<file path="src/rtl/cmos_pkg.sv">
// cmos_pkg: shared state encoding and default timing constants for the camera path.
package cmos_pkg;
  typedef enum logic [1:0] {IDLE = 2'd0, SKIP = 2'd1, ARMED = 2'd2, RUN = 2'd3} state_t;
  localparam int DEF_CLK_FREQ = 50_000_000;
  localparam int DEF_SKIP_FRAMES = 10;
endpackage

</file>
<file path="src/rtl/frame_rate_meter.sv">
// frame_rate_meter: counts pulses over a CLK_FREQ-cycle window and reports a saturated total.
module frame_rate_meter
  import cmos_pkg::*;
#(
  parameter int CLK_FREQ = DEF_CLK_FREQ,
  parameter int FPS_W = 8
) (
  input  logic             clk,
  input  logic             rst_n,
  input  logic             pulse,
  output logic [FPS_W-1:0] fps,
  output logic             fps_update
);
  localparam int WIN_W = CLK_FREQ > 1 ? $clog2(CLK_FREQ) : 1;
  localparam logic [WIN_W-1:0] WIN_LAST = WIN_W'(CLK_FREQ - 1);
  logic [WIN_W-1:0] win;
  logic [FPS_W-1:0] cnt;
  logic [FPS_W:0] sum;
  logic [FPS_W-1:0] sat;
  logic last;
  assign last = win == WIN_LAST;
  // a pulse on the terminal cycle still belongs to the closing window
  assign sum = {1'b0, cnt} + (FPS_W + 1)'(pulse);
  assign sat = sum[FPS_W] ? '1 : sum[FPS_W-1:0];
  always_ff @(posedge clk or negedge rst_n) begin
    if (!rst_n) begin
      win <= '0;
      cnt <= '0;
      fps <= '0;
      fps_update <= 1'b0;
    end else begin
      win <= last ? '0 : win + WIN_W'(1);
      cnt <= last ? '0 : sat;
      fps_update <= last;
      if (last) fps <= sat;
    end
  end
endmodule

</file>
<file path="src/rtl/cmos_frame_gate.sv">
// cmos_frame_gate: skips settling frames after init, then opens frame-aligned capture windows.
module cmos_frame_gate
  import cmos_pkg::*;
#(
  parameter int CLK_FREQ = DEF_CLK_FREQ,
  parameter int SKIP_FRAMES = DEF_SKIP_FRAMES,
  parameter int FPS_W = 8,
  parameter int CNT_W = 16
) (
  input  logic             clk,
  input  logic             rst_n,
  input  logic             vsync_posedge,
  input  logic             init_done,
  input  logic             cap_en,
  output logic             frame_valid,
  output logic             frame_start,
  output logic [CNT_W-1:0] frame_cnt,
  output logic [FPS_W-1:0] fps,
  output logic             fps_update
);
  localparam logic [7:0] SKIP_N = 8'(SKIP_FRAMES);
  state_t state, next;
  logic [7:0] skip_cnt;
  logic start_next;
  always_comb begin
    next = state;
    start_next = 1'b0;
    if (!init_done) next = IDLE;
    else
      case (state)
        IDLE: next = SKIP_N == 8'd0 ? ARMED : SKIP;
        SKIP: next = vsync_posedge && skip_cnt + 8'd1 == SKIP_N ? ARMED : SKIP;
        ARMED, RUN: begin
          next = vsync_posedge ? (cap_en ? RUN : ARMED) : state;
          start_next = vsync_posedge && cap_en;
        end
      endcase
  end
  always_ff @(posedge clk or negedge rst_n) begin
    if (!rst_n) begin
      state <= IDLE;
      skip_cnt <= '0;
      frame_start <= 1'b0;
      frame_cnt <= '0;
    end else begin
      state <= next;
      frame_start <= start_next;
      skip_cnt <= next != SKIP ? 8'd0 : state == SKIP && vsync_posedge ? skip_cnt + 8'd1 : skip_cnt;
      // frame count survives init loss and restarts only when capture is re-armed
      frame_cnt <= state == IDLE && init_done ? '0 : start_next ? frame_cnt + CNT_W'(1) : frame_cnt;
    end
  end
  assign frame_valid = state == RUN;
  frame_rate_meter #(.CLK_FREQ(CLK_FREQ), .FPS_W(FPS_W)) u_meter (
    .clk(clk),
    .rst_n(rst_n),
    .pulse(vsync_posedge),
    .fps(fps),
    .fps_update(fps_update)
  );
endmodule

</file>
<file path="config.mk">
export PLATFORM = sky130hd
export DESIGN_NAME = cmos_frame_gate
export DESIGN_NICKNAME = d
export VERILOG_FILES = /design/src/rtl/cmos_pkg.sv /design/src/rtl/frame_rate_meter.sv /design/src/rtl/cmos_frame_gate.sv
export SDC_FILE = /design/constraint.sdc
export NUM_CORES = 1
export LEC_CHECK = 0
export CAP_MARGIN = 20
export CELL_PAD_IN_SITES_DETAIL_PLACEMENT = 0
export CELL_PAD_IN_SITES_GLOBAL_PLACEMENT = 1
export CORE_MARGIN = 10
export CORE_UTILIZATION = 48
export DETAILED_ROUTE_END_ITERATION = 8
export PLACE_DENSITY_LB_ADDON = 0.1
export SETUP_SLACK_MARGIN = 0.4
export SLEW_MARGIN = 25
export SYNTH_ARGS = -nofsm -noshare
export SYNTH_HDL_FRONTEND = slang
export SYNTH_HIERARCHICAL = 1
export SYNTH_SLANG_ARGS = --single-unit
export TNS_END_PERCENT = 1
</file>
<file path="constraint.sdc">
create_clock -name clk -period 5.25 [get_ports clk]
set_input_delay 0.7875 -clock clk [delete_from_list [all_inputs] [get_ports clk]]
set_output_delay 0.7875 -clock clk [all_outputs]
set_load 0.1 [all_outputs]
</file>
# After elaboration in Yosys (flattened, before gate mapping)
# Index checks and enable logic that the tools add are counted.
[classes]
add_sub_neg = 4
mul = 0
div = 0
magnitude_cmp = 0
eq_ne = 6
shift = 0
mux = 14
bitwise_logic = 0
n_reduce_logical = 8
[op_table]
columns = ["operator", "count"]
rows = [
  ["2-to-1 mux 16 bit", 2],
  ["2-to-1 mux 8 bit", 4],
  ["adder 26 x 1 -> 26 bit, second input constant", 1],
  ["== test 26 bit, second input constant", 1],
  ["2-to-1 mux 26 bit", 1],
  ["adder 16 x 1 -> 16 bit, second input constant", 1],
  ["adder 8 x 1 -> 9 bit", 1],
  ["adder 8 x 1 -> 8 bit, second input constant", 1],
  ["== test 8 x 4 -> 1 bit, second input constant", 1],
  ["2-to-1 mux 2 bit", 3],
  ["case mux 2 bit (3 select lines)", 1],
  ["== test 2 bit, second input constant", 2],
  ["logical AND 1 bit", 4],
  ["nonzero test 2 bit", 2],
  ["2-to-1 mux 1 bit", 3],
  ["== test 2 x 1 -> 1 bit, second input constant", 1],
  ["zero test 2 bit", 1],
  ["inequality test 2 x 1 -> 1 bit, second input constant", 1],
  ["OR reduction 2 bit", 1],
]
[word_totals]
reg_bits = 70
latchBits = 0
ramBits = 0
mem_bits_ro = 0
in_bits = 5
output_inout_bits = 27
wordCells = 40
memories = 0

# Depth between registers and ports, before layout
# Gate-level depths: netlist of the first run.
[logic_depth]
depth_word = 8
mapped_depth = 8
depth_no_buf = 6

# Cells and area by module
# Netlist of the first run, hierarchy kept.
[modules_own_cells]
columns = ["mod", "instances", "cells_each", "area_each_um2", "seq_area_each_um2"]
rows = [
  ["frame_rate_meter", 1, 207, 2108.3, 1076.0],
  ["cmos_frame_gate", 1, 144, 1390.1, 675.6],
]

# Worst setup path before layout of the first run
# OpenSTA, ideal clock, no wires.
[synth_path]
path_kind = "register -> register"
startpoint = "register frame_cnt[7]"
endpoint = "register frame_cnt[14]"
setup_ns = 0.077
arrival_time_ns = 2.053
required_time_ns = 5.173
setup_slack_ns = 3.119
stages_incl_launch_ff = 6
n_path_buf = 0
synth_period_minus_slack_ns = 2.131
path_cell_list = "dfrtp_1 > nand3_1 > nor2_1 > nand4_1 > or3_1 > a21oi_1"
[synth_via]
elab_chain_cells = 3
[synth_lines]
columns = ["item", "line", "text"]
rows = [
  ["start: declaration", "cmos_frame_gate.sv:17", "output logic [CNT_W-1:0] frame_cnt,"],
  ["start signal: assignment", "cmos_frame_gate.sv:50", "frame_cnt <= state == IDLE && init_done ? '0 : start_next ? frame_cnt + CNT_W'(1) : frame_cnt;"],
  ["adder 16 x 1 -> 16 bit", "cmos_frame_gate.sv:50", ""],
  ["2-to-1 mux 16 bit (2 in series)", "cmos_frame_gate.sv:50", ""],
]
# No other way between the ends. The select of a mux whose other input is x is not followed.
# A chain may end at the register's enable or synchronous reset.

# Final worst setup path of the first run
[layout_path]
startpoint = "register state[1]"
endpoint = "output frame_valid"
[layout_via]
elab_chain_cells = 1
[layout_lines]
columns = ["item", "line", "text"]
rows = [
  ["start: declaration", "cmos_frame_gate.sv:22", "state_t state, next;"],
  ["start signal: assignment", "cmos_frame_gate.sv:46", "state <= next;"],
  ["== test 2 bit", "cmos_frame_gate.sv:53", "assign frame_valid = state == RUN;"],
  ["end: declaration", "cmos_frame_gate.sv:15", "output logic frame_valid,"],
]
# No other way between the ends.

==> results of run 1 <==
## final timing paths
check | startpoint | endpoint | slack [ns] | cells past startpoint
worst max-delay path | state[1] | frame_valid | 2.33 | 2
worst min-delay path | u_meter/win[6] | u_meter/win[6] | 0.51 | 1
worst max register to register | u_meter/win[0] | u_meter/fps[4] | 2.81 | 6
worst min register to register | u_meter/win[6] | u_meter/win[6] | 0.51 | 1
max in group asynchronous | rst_n | u_meter/win[0] | 4.04 | 2
min in group asynchronous | rst_n | u_meter/win[17] | 0.63 | 2
## area by class of cell
class | count | area [µm²] | area share [%]
clock buffer | 14 | 183 | 4.48
clock inverter | 2 | 37.5 | 0.921
timing repair buffer | 34 | 328 | 8.04
tap | 99 | 124 | 3.04
multi-input combinational | 254 | 1600 | 39.1
inverter | 15 | 56.3 | 1.38
sequential | 70 | 1750 | 43.0
## power by group through the flow
stage	Combinational [W]	Sequential [W]	Clock, W
after floorplan	0.0000708	0.000597	0
after global placement	0.0000989	0.000601	0
after detailed placement	0.000102	0.000603	0
after CTS	0.000102	0.000593	0.000487
after global routing	0.000115	0.000598	0.000507
final	0.0000994	0.000594	0.000476
## state kept, by name, summed over array words and instances (netlist names)
| register | flops |
|---|---|
| state | 2 |
| u_meter/cnt | 8 |
| frame_start | 1 |
| u_meter/fps | 8 |
| skip_cnt | 8 |
| frame_cnt | 16 |
| u_meter/win | 26 |
| u_meter/fps_update | 1 |
## placed cells by master (no fill, tap or decap), types with 2 or more instances in the layout
master	instances
a21oi_1	17
a31oi_1	2
and3_1	12
and4_1	5
buf_4	3
clkbuf_8	13
clkdlybuf4s50_1	30
dfrtp_1	70
ha_1	6
inv_1	15
mux2i_1	12
nand2_1	21
nand2b_1	2
nand3_1	19
nand4_1	10
nor2_1	52
nor2b_1	2
nor3_1	6
nor4_1	4
o21ai_0	12
o31ai_1	4
or3_1	9
or4_1	4
xnor2_1	17
xor2_1	18
## logic make-up after synthesis
group	share of synthesized area, %
fa+ha+maj	2.15
simple gates	24.1
xor+xnor	8.76
buf+inv	4.33
flops	50.1
compound gates	6.83
mux	3.76
## through the flow
step                      hold WS [ns]  instances  power, W  utilization (%)  setup slack, ns
after global placement           0.483        472  0.000700             53.7             2.55
final                            0.507        488   0.00117             56.8             2.33
after global routing             0.527        488   0.00122             56.8             2.25
after CTS                        0.505        488   0.00118             56.8             2.31
after detailed placement         0.491        472  0.000705             53.7             2.50
after floorplan                  0.466        351  0.000668                -             3.12
## per-layer routing
layer | GRT usage, % | vias to the layer above | part of all wire (%)
met5 | 0 | - | 0
met4 | 5.39 | 0 | 1.2
met3 | 3.59 | 8 | 4.5
met2 | 18.7 | 38 | 45
met1 | 16.8 | 1242 | 49
li1 | - | 1287 | -
==> impl_metrics.json, run 1 <==
{
  "leakage_nw": 1.78,
  "cts_tree": "done",
  "routabilityCongestion": 0.760,
  "vdd_drop_max_mv": 0.176,
  "cts_resized": 0,
  "fin_crit_ns": 2.92,
  "route.detailed.drc": 0,
  "synth_ff_type": "dfrtp_1",
  "holdCritPathClass": "flop to flop",
  "ys_types": 46,
  "antenna_cells": 0,
  "finalCritPeriodShare_pct": 55.6,
  "combPwrFrac_pct": 8.5,
  "sw_frac_of_total_pct": 24.7,
  "netlist_instances": 351,
  "synthArstFlopShare_pct": 100,
  "path_class": "flop to output port",
  "fin_skew_ns": 0.00990,
  "io_pins": 32,
  "final-hold-violation-count": 0,
  "status": "completed",
  "drv_slew": 0,
  "slew_headroom_pct": 34.0,
  "clkLatencyLatePin_ns": 0.34,
  "syn_nets": 362,
  "numCtsBuffers": 9,
  "drive_gt1_share_pct": 7.71,
  "cts_root_buf": "clkbuf_8",
  "initial_utilization_pct": 48.8,
  "fmax_mhz": 343,
  "tns_ns": 0,
  "finalNetCount": 395,
  "cp-start-kind": "flop",
  "htreeDepth": 3,
  "yosysWarnings": 6,
  "grt_pass1_vias": 2426,
  "die_height_um": 105,
  "cp_data_required_time_ns": 4.46,
  "synth_edf_count": 0,
  "drt_pass1_iterations": 4,
  "path_clk_slew_ns": 0.07,
  "clkPwrFrac_pct": 40.7,
  "critical_path_buf_inv_count": 1,
  "io_buffers": 31,
  "fill_cells": 657,
  "die_w_um": 105,
  "grt_max_degree": 71,
  "ys_seq_area_share_pct": 50.1,
  "via_per_inst": 5.28,
  "antenna_found_initial": 0,
  "wirelength_um": 6760,
  "place_area_um2": 3850,
  "drt_iter0_markers": 95,
  "synth.most_common_cell": "dfrtp_1",
  "hold_buffers": 0,
  "wl_per_cell_um": 13.8,
  "synth_area_leaders": "dfrtp_1 (50%), nor2_1 (5.6%), xor2_1 (4.5%)",
  "antenna_left": 0,
  "synth_common_cells": "dfrtp_1 (70), nor2_1 (52), nand2_1 (21)",
  "switchingPower_w": 0.000288,
  "synth_top_area_share_pct": 50.1,
  "path_cells": "and2_1, clkdlybuf4s50_1",
  "synthToLayoutAreaGrowth_pct": 16.5,
  "coreArea_um2": 7180,
  "p_per_area_nw_per_um2": 287,
  "crit_fanout": 9,
  "yosys.area.top_type": "dfrtp_1",
  "rsz0062_at_grt": "false",
  "cellInternalPower_w": 0.000881,
  "drv_cap": 0,
  "crit_path_max_incr_delay_ns": 1.14,
  "finalSetupViolCount": 0,
  "grt_overflow": 0,
  "cts_max_path_buffers": 2,
  "seq_power_share_pct": 50.8,
  "worst_pin_slew_ns": 0.987,
  "place.detailed.hpwl_um": 4570,
  "fp.dieArea_um2": 11100,
  "endpoint_kind": "output port",
  "syn_area_per_cell_um2": 9.97,
  "fin_area_um2": 4080,
  "vias": 2575,
  "grt_use_total_pct": 12.6,
  "cts_setup_buffers": 0,
  "syn-cell-area_um2": 3500,
  "ys_ff_latch": 70,
  "cp_top_family": "buffers and inverters",
  "grt_pass1_wl_um": 11800,
  "arrival_ns": 2.13,
  "critPathSlowestCell": "clkdlybuf4s50_1",
  "cts_sinks": 70,
  "rows": 31
}
(Power assumes the default switching activity.)
==> inputs of run 2 (changes only) <==
--- a/config.mk
+++ b/config.mk
@@ -9,7 +9,7 @@
 export CELL_PAD_IN_SITES_DETAIL_PLACEMENT = 0
 export CELL_PAD_IN_SITES_GLOBAL_PLACEMENT = 1
 export CORE_MARGIN = 10
-export CORE_UTILIZATION = 48
+export CORE_UTILIZATION = 40
 export DETAILED_ROUTE_END_ITERATION = 8
 export PLACE_DENSITY_LB_ADDON = 0.1
 export SETUP_SLACK_MARGIN = 0.4
==> constraint.sdc (replaced) <==
create_clock -name clk -period 2.3 [get_ports clk]
set_input_delay 0.345 -clock clk [delete_from_list [all_inputs] [get_ports clk]]
set_output_delay 0.345 -clock clk [all_outputs]
set_load 0.1 [all_outputs]
==> impl_metrics.json, run 2 (same netlist as run 1, synthesis figures left out) <==
{
  "rr_worst_depth": 4,
  "die_height_um": 114,
  "final_common_cell": "dfrtp_1",
  "grt_overflow": 0,
  "io_pins": 32,
  "fill_cells": 832,
  "numCtsBuffers": 9,
  "grt_use_total_pct": 12.3,
  "reg2reg_slack_ns": 0.35,
  "drv_slew": 0,
  "cts_max_path_buffers": 2,
  "crit_fanout": 13,
  "antenna_cells": 0,
  "vias": 2632,
  "cts_root_buf": "clkbuf_8",
  "fin_hold_ws_ns": 0.504,
  "path_class": "flop to flop",
  "grt_pass1_wl_um": 13200,
  "wl_per_cell_um": 14.2,
  "cts_tree": "done",
  "rows": 34,
  "finalSetupViolCount": 0,
  "htreeDepth": 3,
  "antenna_left": 0,
  "die_w_um": 114,
  "endpoint_kind": "flop",
  "slew_headroom_pct": 61.9,
  "finalCritPeriodShare_pct": 84.9,
  "path_clk_slew_ns": 0.08,
  "vdd_drop_max_mv": 0.390,
  "final_cell_mix": "dfrtp_1 (56), nor2_1 (52), buf_4 (48)",
  "antenna_found_initial": 0,
  "r2r_end": "u_meter/win[25]",
  "top_register": "u_meter/win",
  "cp-start-kind": "flop",
  "r2r-start": "u_meter/win[8]",
  "cts_sinks": 70,
  "clkLatencyLatePin_ns": 0.34,
  "fp.dieArea_um2": 12900,
  "p_per_area_nw_per_um2": 684,
  "synthToLayoutAreaGrowth_pct": 23.6,
  "drt_iter0_markers": 122,
  "status": "completed",
  "fin_skew_ns": 0.00947,
  "fmax_mhz": 512,
  "arrival_ns": 2.22,
  "cp_data_required_time_ns": 2.57,
  "route.detailed.drc": 0,
  "initial_utilization_pct": 40.5,
  "finalNetCount": 418,
  "multiInputGateArea_um2": 1610,
  "regArea_um2": 1770,
  "routabilityCongestion": 0.742,
  "worst_pin_slew_ns": 0.566,
  "io_buffers": 31,
  "final-hold-violation-count": 0,
  "via_per_inst": 5.06,
  "reg.largest.list": "u_meter/win x26, frame_cnt x16",
  "leakage_nw": 1.95,
  "place.detailed.hpwl_um": 5130,
  "drt_pass1_iterations": 4,
  "drv_cap": 0,
  "largest_reg_flops": 26,
  "coreArea_um2": 8640,
  "tns_ns": 0,
  "grt_max_degree": 29,
  "wirelength_um": 7360,
  "drive_gt1_share_pct": 23.5,
  "grt_pass1_vias": 2724,
  "fin_crit_ns": 1.95,
  "rsz0062_at_grt": "true",
  "holdCritPathClass": "input pin to async pin"
}
## run 2: cell count changes in the layout (fill, tap and decap cells not counted), moves of 3 or more
cell             previous run  this run
buf_12                      0         3
clkdlybuf4s50_1            30         3
buf_4                       3        48
bufinv_16                   1         4
dfrtp_2                     0        14
dfrtp_1                    70        56
## run 2: timing repair
action	CTS	global route
pin swaps	2	0
setup buffers	11	0
gates resized for setup	8	1
hold buffers	1	0
endpoints found under the setup margin	31	44
hold endpoints to repair	16	0
## run 2: through the flow
| stage | instances | instance area [µm²] | setup WS [ns] | power [W] | util [%] |
|---|---|---|---|---|---|
| floorplan | 351 | 3520 | 0.362 | 0.00153 | - |
| global placement | 492 | 3910 | 0.123 | 0.00162 | 45.3 |
| detailed placement | 492 | 3910 | 0.109 | 0.00162 | 45.3 |
| CTS | 520 | 4320 | 0.344 | 0.00301 | 50.1 |
| global route | 520 | 4320 | 0.235 | 0.00311 | 50.1 |
| finish | 520 | 4320 | 0.348 | 0.00296 | 50.1 |
## run 2: worst max-delay path by stage
stage / startpoint / end / slack, ns / depth (start not counted)
final: u_meter/win[8] / u_meter/win[25] / 0.35 / 4
after global routing: u_meter/win[1] / u_meter/win[18] / 0.23 / 6
after floorplan: u_meter/win[0] / u_meter/fps[4] / 0.36 / 7
after global placement: vsync_posedge / u_meter/fps[5] / 0.12 / 7
after CTS: u_meter/win[2] / u_meter/win[25] / 0.34 / 4
after detailed placement: vsync_posedge / u_meter/fps[5] / 0.11 / 7
## run 2: power breakdown
group	switching [W]	total (W)	internal [W]	leakage, nW
sequential	0.0000517	0.00135	0.00130	0.888
combinational	0.000138	0.000246	0.000108	0.922
clock	0.000473	0.00137	0.000892	0.140
## run 2: worst max-delay path, cell delays in order (launching register included)
cell	delay [ns]
dfrtp_2	0.43
nand4_2	0.17
or4_4	0.64
or4_1	0.49
a21oi_1	0.15
## run 2: cell type report
type                       instances  area share, %
timing repair buffer              57           11.0
multi-input combinational        254           37.2
sequential                        70           40.9
clock inverter                     5           2.98
tap                              108           3.13
inverter                          15           1.30
clock buffer                      11           3.50
## run 2: per-layer routing
metal	global-route usage (%)	routed length [µm]	share of wire, %
met5	0	0	0
met4	4.57	78	1.1
met3	3.04	209	2.8
met2	18.4	3470	47
met1	16.7	3600	49
==> inputs of run 3 (changes only) <==
--- a/config.mk
+++ b/config.mk
@@ -9,7 +9,7 @@
 export CELL_PAD_IN_SITES_DETAIL_PLACEMENT = 0
 export CELL_PAD_IN_SITES_GLOBAL_PLACEMENT = 1
 export CORE_MARGIN = 10
-export CORE_UTILIZATION = 40
+export CORE_UTILIZATION = 45
 export DETAILED_ROUTE_END_ITERATION = 8
 export PLACE_DENSITY_LB_ADDON = 0.1
 export SETUP_SLACK_MARGIN = 0.4
==> constraint.sdc (replaced) <==
create_clock -name clk -period 1.88 [get_ports clk]
set_input_delay 0.282 -clock clk [delete_from_list [all_inputs] [get_ports clk]]
set_output_delay 0.282 -clock clk [all_outputs]
set_load 0.1 [all_outputs]
==> impl_metrics.json, run 3 (same netlist as run 1, synthesis figures left out) <==
{
  "wl_per_cell_um": 14.1,
  "grt_pass1_wl_um": 13300,
  "top_register": "u_meter/win",
  "instances_no_fill": 550,
  "vias": 2827,
  "path_class": "flop to flop",
  "cts_max_path_buffers": 2,
  "reg.largest.list": "u_meter/win x26, frame_cnt x16",
  "grt_pass1_vias": 2806,
  "power.total_w": 0.00351,
  "rows": 32,
  "drive_gt1_share_pct": 40.0,
  "final-hold-violation-count": 0,
  "fin_ws_ns": -0.0591,
  "leakage_nw": 2.17,
  "fp.dieArea_um2": 11700,
  "worst_pin_slew_ns": 0.446,
  "numCtsBuffers": 9,
  "slew_headroom_pct": 70.3,
  "drv_cap": 0,
  "fin_area_um2": 4850,
  "cts_tree": "done",
  "antenna_left": 0,
  "crit_fanout": 7,
  "drt_iter0_markers": 74,
  "grt_max_degree": 39,
  "rsz0062_at_grt": "true",
  "drt_pass1_iterations": 4,
  "arrival_ns": 2.19,
  "coreArea_um2": 7650,
  "post-route-util_pct": 63.5,
  "dp.cells": 519,
  "final_common_cell": "buf_4",
  "grt_overflow": 0,
  "fin_skew_ns": 0.00910,
  "drv_slew": 0,
  "failed_checks": "negative setup slack",
  "htreeDepth": 3,
  "synthToLayoutAreaGrowth_pct": 38.7,
  "holdCritPathClass": "input pin to async pin",
  "io_pins": 32,
  "antenna_cells": 0,
  "status": "complete, but fails checks",
  "place_area_um2": 4190,
  "largest_reg_flops": 26,
  "place_ws_ns": -0.189,
  "vdd_drop_max_mv": 0.439,
  "cp_data_required_time_ns": 2.14,
  "cp-start-kind": "flop",
  "finalSetupViolCount": 12,
  "fill_cells": 643,
  "die_height_um": 108,
  "via_per_inst": 5.14,
  "place.detailed.hpwl_um": 5290,
  "endpoint_kind": "flop",
  "p_per_area_nw_per_um2": 723,
  "route.detailed.drc": 0,
  "routabilityCongestion": 0.795,
  "clkLatencyLatePin_ns": 0.35,
  "fmax_mhz": 516,
  "grt_use_total_pct": 14.0,
  "finalCritPeriodShare_pct": 103,
  "wirelength_um": 7760,
  "cts_sinks": 70,
  "die_w_um": 108,
  "path_clk_slew_ns": 0.08,
  "io_buffers": 31,
  "finalNetCount": 454,
  "initial_utilization_pct": 45.7,
  "fin_crit_ns": 1.94,
  "final_cell_mix": "buf_4 (72), dfrtp_1 (58), nor2_1 (38)",
  "cts_root_buf": "clkbuf_8",
  "antenna_found_initial": 0
}
run 3: cell types whose count changed in the layout (fill, tap and decap cells not counted), moves of 3 or more:
cell,before,now
buf_4,48,72
and3_4,1,6
nor2_2,0,9
a21oi_2,0,7
and3_1,12,8
nor2_1,52,38
a21oi_1,17,10
or3_1,9,4
nor2_4,0,5
o21ai_2,0,3
buf_6,1,10
or3_4,0,5
run 3: worst max-delay path, stage by stage, from the launching register on:
cell,delay (ns)
dfrtp_1,0.37
ha_2,0.19
nand4_1,0.15
or2_4,0.30
nor4_4,0.30
buf_6,0.20
buf_12,0.13
mux2i_2,0.22
run 3: timing repair:
item,CTS,global route
endpoints found under the hold margin,15,0
hold buffers,1,0
gates resized for setup,40,37
setup buffers,4,9
cloned,0,1
endpoints found under the setup margin,57,57
pin swaps,50,46
run 3: layout make-up:
type                    instances  area, µm²  area share, %
flip-flops and latches         70       1770           36.4
multi-input cells             254       1850           38.1
inverters                      15       56.3           1.16
clock inverters                 7        120           2.47
repair buffers                 93        808           16.7
well taps                     102        128           2.63
clock buffers                   9        124           2.55
run 3: metal layers:
layer / part of all wire [%] / wire, µm / GRT usage (%)
met1: 46 / 3570 / 17.7
met2: 48 / 3760 / 22.1
met3: 4.1 / 316 / 3.63
met4: 1.5 / 117 / 6.30
met5: 0 / 0 / 0
run 3: final timing paths:
kind | slack [ns] | to | start | depth (start not counted)
worst max-delay path | -0.06 | u_meter/fps[2] | u_meter/win[0] | 7
worst min-delay path | 0.41 | frame_cnt[14] | rst_n | 2
worst max register to register | -0.06 | u_meter/fps[2] | u_meter/win[0] | 7
worst min register to register | 0.50 | u_meter/win[6] | u_meter/win[6] | 1
max in group asynchronous | 0.92 | skip_cnt[5] | rst_n | 3
min in group clk | 0.50 | u_meter/win[6] | u_meter/win[6] | 1
run 3: report_power, final:
| group | switching, W | internal, W | leakage (nW) |
|---|---|---|---|
| registers | 0.0000648 | 0.00159 | 0.891 |
| logic | 0.000202 | 0.000180 | 1.16 |
| clock network | 0.000594 | 0.000885 | 0.120 |
| total | 0.000861 | 0.00265 | 2.17 |
run 3: per-stage QoR:
stage / hold WS (ns) / setup TNS [ns]
global route: 0.459 / -1.34
finish: 0.413 / -0.141
global placement: 0.258 / -1.70
floorplan: -0.0136 / 0
CTS: 0.415 / -0.00322
detailed placement: 0.261 / -2.75
